--- src/rtl/led_frame_loader.sv ---
// Serial (SPI mode 0) frame loader with a double-buffered column store for the LED panel driver.
// Define FRAME_LOADER_DEFAULT_IMAGE_EN to reset both buffers to the "TT03" splash instead of zeros.
module led_frame_loader #(
  parameter int NCOLS       = 16,
  parameter int SYNC_STAGES = 2
) (
  input  logic                     clk,
  input  logic                     reset,
  input  logic                     sck,
  input  logic                     scs_n,
  input  logic                     sdi,
  input  logic                     frame_sync,
  input  logic [$clog2(NCOLS)-1:0] rd_col,
  output logic [7:0]               rd_data,
  output logic [2:0]               rgb,
  output logic                     busy
);
  localparam int CW = $clog2(NCOLS);

  typedef logic [NCOLS-1:0][7:0] img_t;
  typedef enum logic {IDLE, COPY} state_t;

`ifdef FRAME_LOADER_DEFAULT_IMAGE_EN
  localparam logic [127:0] SPLASH = 128'h047C_0400_047C_0400_3844_3800_5454_2800;
`endif

  function automatic img_t init_image();
    img_t img = '0;
`ifdef FRAME_LOADER_DEFAULT_IMAGE_EN
    for (int i = 0; i < NCOLS; i++) img[i] = SPLASH[(i % 16)*8 +: 8];
`endif
    return img;
  endfunction

  localparam img_t INIT_IMG = init_image();

  // synchronisers; chip select idles high so reset never fakes an edge
  logic [SYNC_STAGES-1:0] sck_q, cs_q, sdi_q;
  logic sck_rise, cs_s, sdi_s;

  always_ff @(posedge clk) begin
    if (!reset) begin
      sck_q <= '0;
      cs_q  <= '1;
      sdi_q <= '0;
    end else begin
      sck_q <= {sck_q[SYNC_STAGES-2:0], sck};
      cs_q  <= {cs_q[SYNC_STAGES-2:0], scs_n};
      sdi_q <= {sdi_q[SYNC_STAGES-2:0], sdi};
    end
  end

  assign sck_rise = sck_q[SYNC_STAGES-2] & ~sck_q[SYNC_STAGES-1];
  assign cs_s     = cs_q[SYNC_STAGES-1];
  assign sdi_s    = sdi_q[SYNC_STAGES-1];

  // byte receiver
  logic [2:0] bit_cnt;
  logic [6:0] shreg;
  logic       byte_vld;
  logic [7:0] rx_byte;

  always_ff @(posedge clk) begin
    if (!reset) begin
      bit_cnt  <= '0;
      shreg    <= '0;
      byte_vld <= 1'b0;
      rx_byte  <= '0;
    end else begin
      byte_vld <= 1'b0;
      if (cs_s) begin
        bit_cnt <= '0;
      end else if (sck_rise) begin
        bit_cnt <= bit_cnt + 3'd1;
        shreg   <= {shreg[5:0], sdi_s};
        if (bit_cnt == 3'd7) begin
          byte_vld <= 1'b1;
          rx_byte  <= {shreg, sdi_s};
        end
      end
    end
  end

  // frame store and control
  img_t          buf0, buf1;
  state_t        state;
  logic [CW-1:0] copy_idx, wr_ptr, hold_col;
  logic [7:0]    hold_data;
  logic          hold_vld, front_sel, swap_pending, hdr_seen, wrote, cs_d;
  logic [2:0]    rgb_back;
  logic          cs_rise, data_vld, swap_now;

  assign cs_rise  = cs_s & ~cs_d;
  assign data_vld = byte_vld & hdr_seen;
  // a pending held byte is flushed before the next swap is taken
  assign swap_now = (state == IDLE) & frame_sync & swap_pending & ~hold_vld;

  always_ff @(posedge clk) begin
    if (!reset) begin
      buf0         <= INIT_IMG;
      buf1         <= INIT_IMG;
      state        <= IDLE;
      copy_idx     <= '0;
      wr_ptr       <= '0;
      hold_col     <= '0;
      hold_data    <= '0;
      hold_vld     <= 1'b0;
      front_sel    <= 1'b0;
      swap_pending <= 1'b0;
      hdr_seen     <= 1'b0;
      wrote        <= 1'b0;
      cs_d         <= 1'b1;
      rgb          <= 3'b100;
      rgb_back     <= 3'b100;
    end else begin
      cs_d <= cs_s;
      case (state)
        IDLE: begin
          if (hold_vld) begin
            if (front_sel) buf0[hold_col] <= hold_data;
            else           buf1[hold_col] <= hold_data;
            hold_vld <= 1'b0;
          end
          if (swap_now) begin
            front_sel    <= ~front_sel;
            rgb          <= rgb_back;
            swap_pending <= 1'b0;
            copy_idx     <= '0;
            state        <= COPY;
          end
        end
        COPY: begin
          // front_sel already names the new front buffer here
          if (front_sel) buf0[copy_idx] <= buf1[copy_idx];
          else           buf1[copy_idx] <= buf0[copy_idx];
          copy_idx <= copy_idx + 1'b1;
          if (copy_idx == CW'(NCOLS-1)) state <= IDLE;
        end
        default: state <= IDLE;
      endcase

      if (byte_vld && !hdr_seen) begin
        wr_ptr   <= rx_byte[7 -: CW];
        rgb_back <= rx_byte[2:0];
        hdr_seen <= 1'b1;
      end

      if (data_vld) begin
        wr_ptr <= wr_ptr + 1'b1;
        wrote  <= 1'b1;
        // park bytes that would otherwise be clobbered by the copy pass
        if (state == COPY || swap_now) begin
          hold_vld  <= 1'b1;
          hold_col  <= wr_ptr;
          hold_data <= rx_byte;
        end else if (front_sel) begin
          buf0[wr_ptr] <= rx_byte;
        end else begin
          buf1[wr_ptr] <= rx_byte;
        end
      end

      if (cs_s) hdr_seen <= 1'b0;

      if (cs_rise) begin
        wrote <= 1'b0;
        if (wrote || data_vld) swap_pending <= 1'b1;
      end
    end
  end

  assign rd_data = front_sel ? buf1[rd_col] : buf0[rd_col];
  assign busy    = (state == COPY) | swap_pending;

endmodule
--- config.mk ---
export PLATFORM = sky130hd
export DESIGN_NAME = led_frame_loader
export DESIGN_NICKNAME = d
export VERILOG_FILES = /design/src/rtl/led_frame_loader.sv
export SDC_FILE = /design/constraint.sdc
export NUM_CORES = 2
export LEC_CHECK = 0
export CAP_MARGIN = 40
export CORE_MARGIN = 10
export CORE_UTILIZATION = 40
export DETAILED_ROUTE_END_ITERATION = 10
export GPL_TIMING_DRIVEN = 1
export SYNTH_ARGS = -nofsm -noshare
export SYNTH_HDL_FRONTEND = slang
export SYNTH_SLANG_ARGS = --single-unit
--- constraint.sdc ---
create_clock -name clk -period 4.6 [get_ports clk]
set_clock_uncertainty 0.2 [all_clocks]
set_input_delay 1.38 -clock clk [delete_from_list [all_inputs] [get_ports clk]]
set_output_delay 1.38 -clock clk [all_outputs]
set_load 0.1 [all_outputs]
[Word-level counts from Yosys, hierarchy flattened]
Index checks and enable logic that the tools add are counted.
Word-level totals
  register bits: 314
  input bits: 10
  output and inout port bits: 12
  logic and storage cells: 147
Operators by class
  add/sub/neg operators: 3
  order comparisons: 7
  equal/unequal tests: 3
  mux-type cells: 52
  bitwise gates (word level): 15
  reductions and logical operators: 15
Operators by type and width (number)
  2-to-1 mux 128 bit: 14
  bitwise mux 128 bit: 6
  one-hot mux 128 bit (2 select lines): 2
  binary-select mux 8 bit (select 4 bit): 4
  demux 8 bit (select 4 bit): 3
  2-to-1 mux 8 bit: 8
  < comparator 4 x 5 -> 1 bit, second input constant: 4
  >= comparator 4 x 1 -> 1 bit, second input constant: 3
  2-to-1 mux 4 bit: 3
  2-to-1 mux 1 bit: 10
  adder 4 x 1 -> 4 bit, second input constant: 2
  inverter 1 bit: 8
  one-hot mux 4 bit (2 select lines): 1
  AND 1 bit: 6
  AND reduction 2 bit: 3
  == test 4 bit, second input constant: 1
  logical AND 1 bit: 4
  OR reduction 2 bit: 2
  adder 3 x 1 -> 3 bit, second input constant: 1
  == test 3 bit, second input constant: 1
  AND reduction 3 bit: 1
  OR reduction 3 bit: 1
  logical OR 1 bit: 2
  inequality test 2 bit, second input constant: 1
  other kinds (4): 4

[Depth between registers and ports, before layout]
  depth after elaboration: 13
  depth in mapped cells: 11
  depth with buffers taken out: 6

[Least setup slack after synthesis]
Ideal clock, no wire load.
  path kind: in2out
  from: in rd_col[2]
  to: out rd_data[0]
  arrival: 5.289 ns
  slack: -2.269 ns
  stages: 5
  path buffers: 2
  cell sequence: clkbuf_1 clkbuf_1 mux4_2 o22ai_1 nor4_1
On the way
  cells in the longest elaborated chain, start to end: 3
RTL lines
  start, declared: line 13  | input logic [$clog2(NCOLS)-1:0] rd_col,
  binary-select mux 8 bit (select 4 bit): line 172  | assign rd_data = front_sel ? buf1[rd_col] : buf0[rd_col];
  2-to-1 mux 8 bit (implied by the code): line 172
  2-to-1 mux 8 bit (*): line 172
  end, declared: line 14  | output logic [7:0] rd_data,
Mark *: on every way between the ends. The rest lies on a longest branch, timed or not. The select of a mux whose other input is x is not followed.

[Worst setup path in the final report]
  from: in rd_col[3]
  to: out rd_data[0]
Same word-level chain as after synthesis.

==> impl_results.md <==
- Die Wd: 266 um
- IO Port Bufs: 21
- Share of cells above drive strength 1: 21.5%
- Clk_lat worst skew: 0.59 ns
- TritonRoute pass-1 iters: 10
- Final WS setup: 0.0314 ns
- Fin. max-slew vios: 138
- Cell Rows: 89
- Final #Nets: 2707
- Clock-pin slew on the worst setup and hold paths: 0.06 ns
- Critical path peak fanout: 7
- Failing checks: slew limit
- CTS tree: built
- Via density: 7.54
- Routability cong.: 1.07
- Root Buffer: clkbuf_16
- Total track usage: 31.4%
- Peak supply drop: 0.282 mV
- Library cells used by synthesis: 73
- Dpl ws: -0.327 ns
- DR top layer: met5
- Crit path launch type: primary input
- Hold Crit Class: reg2reg
- TritonCTS Buffers: 40
- Mean Syn Cell Area: 8.52 sq um
- Initial DRC Count: 4314
- Hold Buf Count CTS: 0
- Synth async-reset ratio: 0%
- Clk sinks: 314
- Total grt overflow: 0
- Mapped Cells: 2832
- Placed cell areas: 25500 sq um
- Die Area: 70600 sq um
- Final hold viol count: 0
- Met1 wire length: 42100 um
- Commonest non-fill, non-tap cells in the layout: o21ai_0 (332), dfxtp_1 (310), a21oi_1 (269)
- Critical Path End Type: output pin
- Yosys Warn Count: 0
- Metal2 WL: 47800 um
- CTS HTree Levels: 2
- Syn Nets: 2852
- Core Area: 59400 sq um
- Critical path arrival: 2.99 ns
- Post-Route WL: 116000 um
- Die height: 266 um
- Post-layout min period: 4.57 ns
- First-pass GRT wire length: 168000 um
- Drt wl/cell: 33.2 um
- Hold Path Depth: 1
- Final Cycle Share: 99.3%
- Slew margin rel.: -4.83%
- Reg2reg setup slack: 1.21 ns
- Vias in the first global route: 24776
- Post-synth top area cell: dfxtp_1
- Synth Register Bits: 314
- Synth top area cells: dfxtp_1 (26%), mux4_2 (12%), o21ai_0 (6.9%)
- Initial Utilization: 40.7%
- Crit Path Class: in2out
- R2R depth: 4
- Post-Layout Inst Area: 27000 sq um
- Finish-stage setup viols: 0
- Post-Syn Area: 24100 sq um
- P&R area growth vs syn: 12.0%
- Register area share after synthesis: 26.0%
- Leading cell type in the layout, fill and taps excluded: o21ai_0
- Outcome: finished, violations left
- Ys flop type: dfxtp_1
- Number of antenna violations at the first check in global routing: 7
- MaxCap Viol Count: 0
- Synth top area share: 26.0%
- DR DRC count: 0
- Number of synthesized flops with an enable pin: 0
- Pin count of the biggest net entering global routing: 293
- Power per cell area: 239 nW/um^2
- Clock tree buffer depth: 3
- CP required: 3.02 ns
- RSZ-0062 raised after global routing: yes
- Worst Tran Pin Value: 1.57 ns
- # IOs: 22
- Metal3 WL: 18500 um
- Fmax: 219 MHz
- Via count: 26327
- Number of nets still failing antenna checks after routing: 0
- Lkg Pwr: 8.20 nW
- Dpl hpwl: 78300 um
==> cells by family after synthesis <==
family          after synthesis  synth area share [%]
mux                         187                  15.3
xor+xnor                      2                0.0726
flops                       314                  26.0
compound gates             1190                  34.1
simple gates                657                  15.8
fa+ha+maj                    10                 0.518
buf+inv                     472                  8.14
==> worst paths after layout <==
| check | startpoint | end |
|---|---|---|
| setup reg to reg | hold_col[0] | buf1[29] |
| hold reg to reg | cs_q[0] | cs_q[1] |
| hold / removal | cs_q[0] | cs_q[1] |
| setup / recovery | rd_col[3] | rd_data[0] |
==> layer usage <==
layer / vias up / GRT usage (%)
li1: 10820 / -
met1: 12742 / 39.1
met2: 2211 / 45.3
met3: 548 / 12.8
met4: 6 / 18.0
met5: - / 0
==> power breakdown <==
part           internal, mW  switching [mW]
clock                  2.04            1.41
combinational         0.124           0.182
sequential             2.72         0.00121
==> layout make-up <==
type	instances	area, sq um
fillers	5672	32300
flip-flops and latches	314	6300
inverters	143	539
clock buffers	52	1110
clock inverters	16	250
well taps	773	967
multi-input cells	2046	16300
repair buffers	142	1590
diodes	4	10.0
==> repair_timing <==
| action | CTS | global route |
|---|---|---|
| setup buffers | 1 | 3 |
| setup endpoints to repair | 8 | 4 |
| pin swaps | 5 | 1 |
| resized for setup | 30 | 0 |
==> cell usage after synthesis, drive strengths merged (44+ instances only) <==
cell and n:
o21ai 361, dfxtp 314, a21oi 269, clkbuf 227, nand3 153, inv 142, mux4 126, nor3 121
a311oi 120, o221a 120, o311ai 120, nand2 116, buf 102, a21o 65, mux2i 53, nor2b 53
nand2b 51, nor2 44
==> flip-flops by register name (all words and copies together), names as in the netlist, 3 cells and up <==
signal	flops
copy_idx	4
buf1	128
hold_data	8
wr_ptr	4
shreg	7
rgb_back	3
buf0	128
rx_byte	8
rgb	3
hold_col	4
bit_cnt	3
==> worst max-delay path: stages <==
cell,delay [ns]
dlygate4sd2_1,0.35
or3b_4,0.32
buf_4,0.12
o22ai_1,0.06
buf_4,0.16
nor4_4,0.38
buf_12,0.23
==> per-stage QoR <==
step | util [%] | std cells | TNS (ns) | hold slack [ns] | power (mW)
final | 45.6 | 3490 | 0 | 0.219 | 6.47
after global routing | 45.5 | 3487 | -0.00753 | 0.234 | 6.58
after CTS | 45.5 | 3482 | 0 | 0.230 | 6.46
after detailed placement | 42.9 | 3416 | -2.31 | 0.213 | 3.08
after global placement | 42.3 | 3398 | -2.36 | 0.196 | 3.08
after floorplan | - | 2832 | -1.35 | 0.186 | 2.98
No activity file was read; power rests on OpenSTA's default activity.
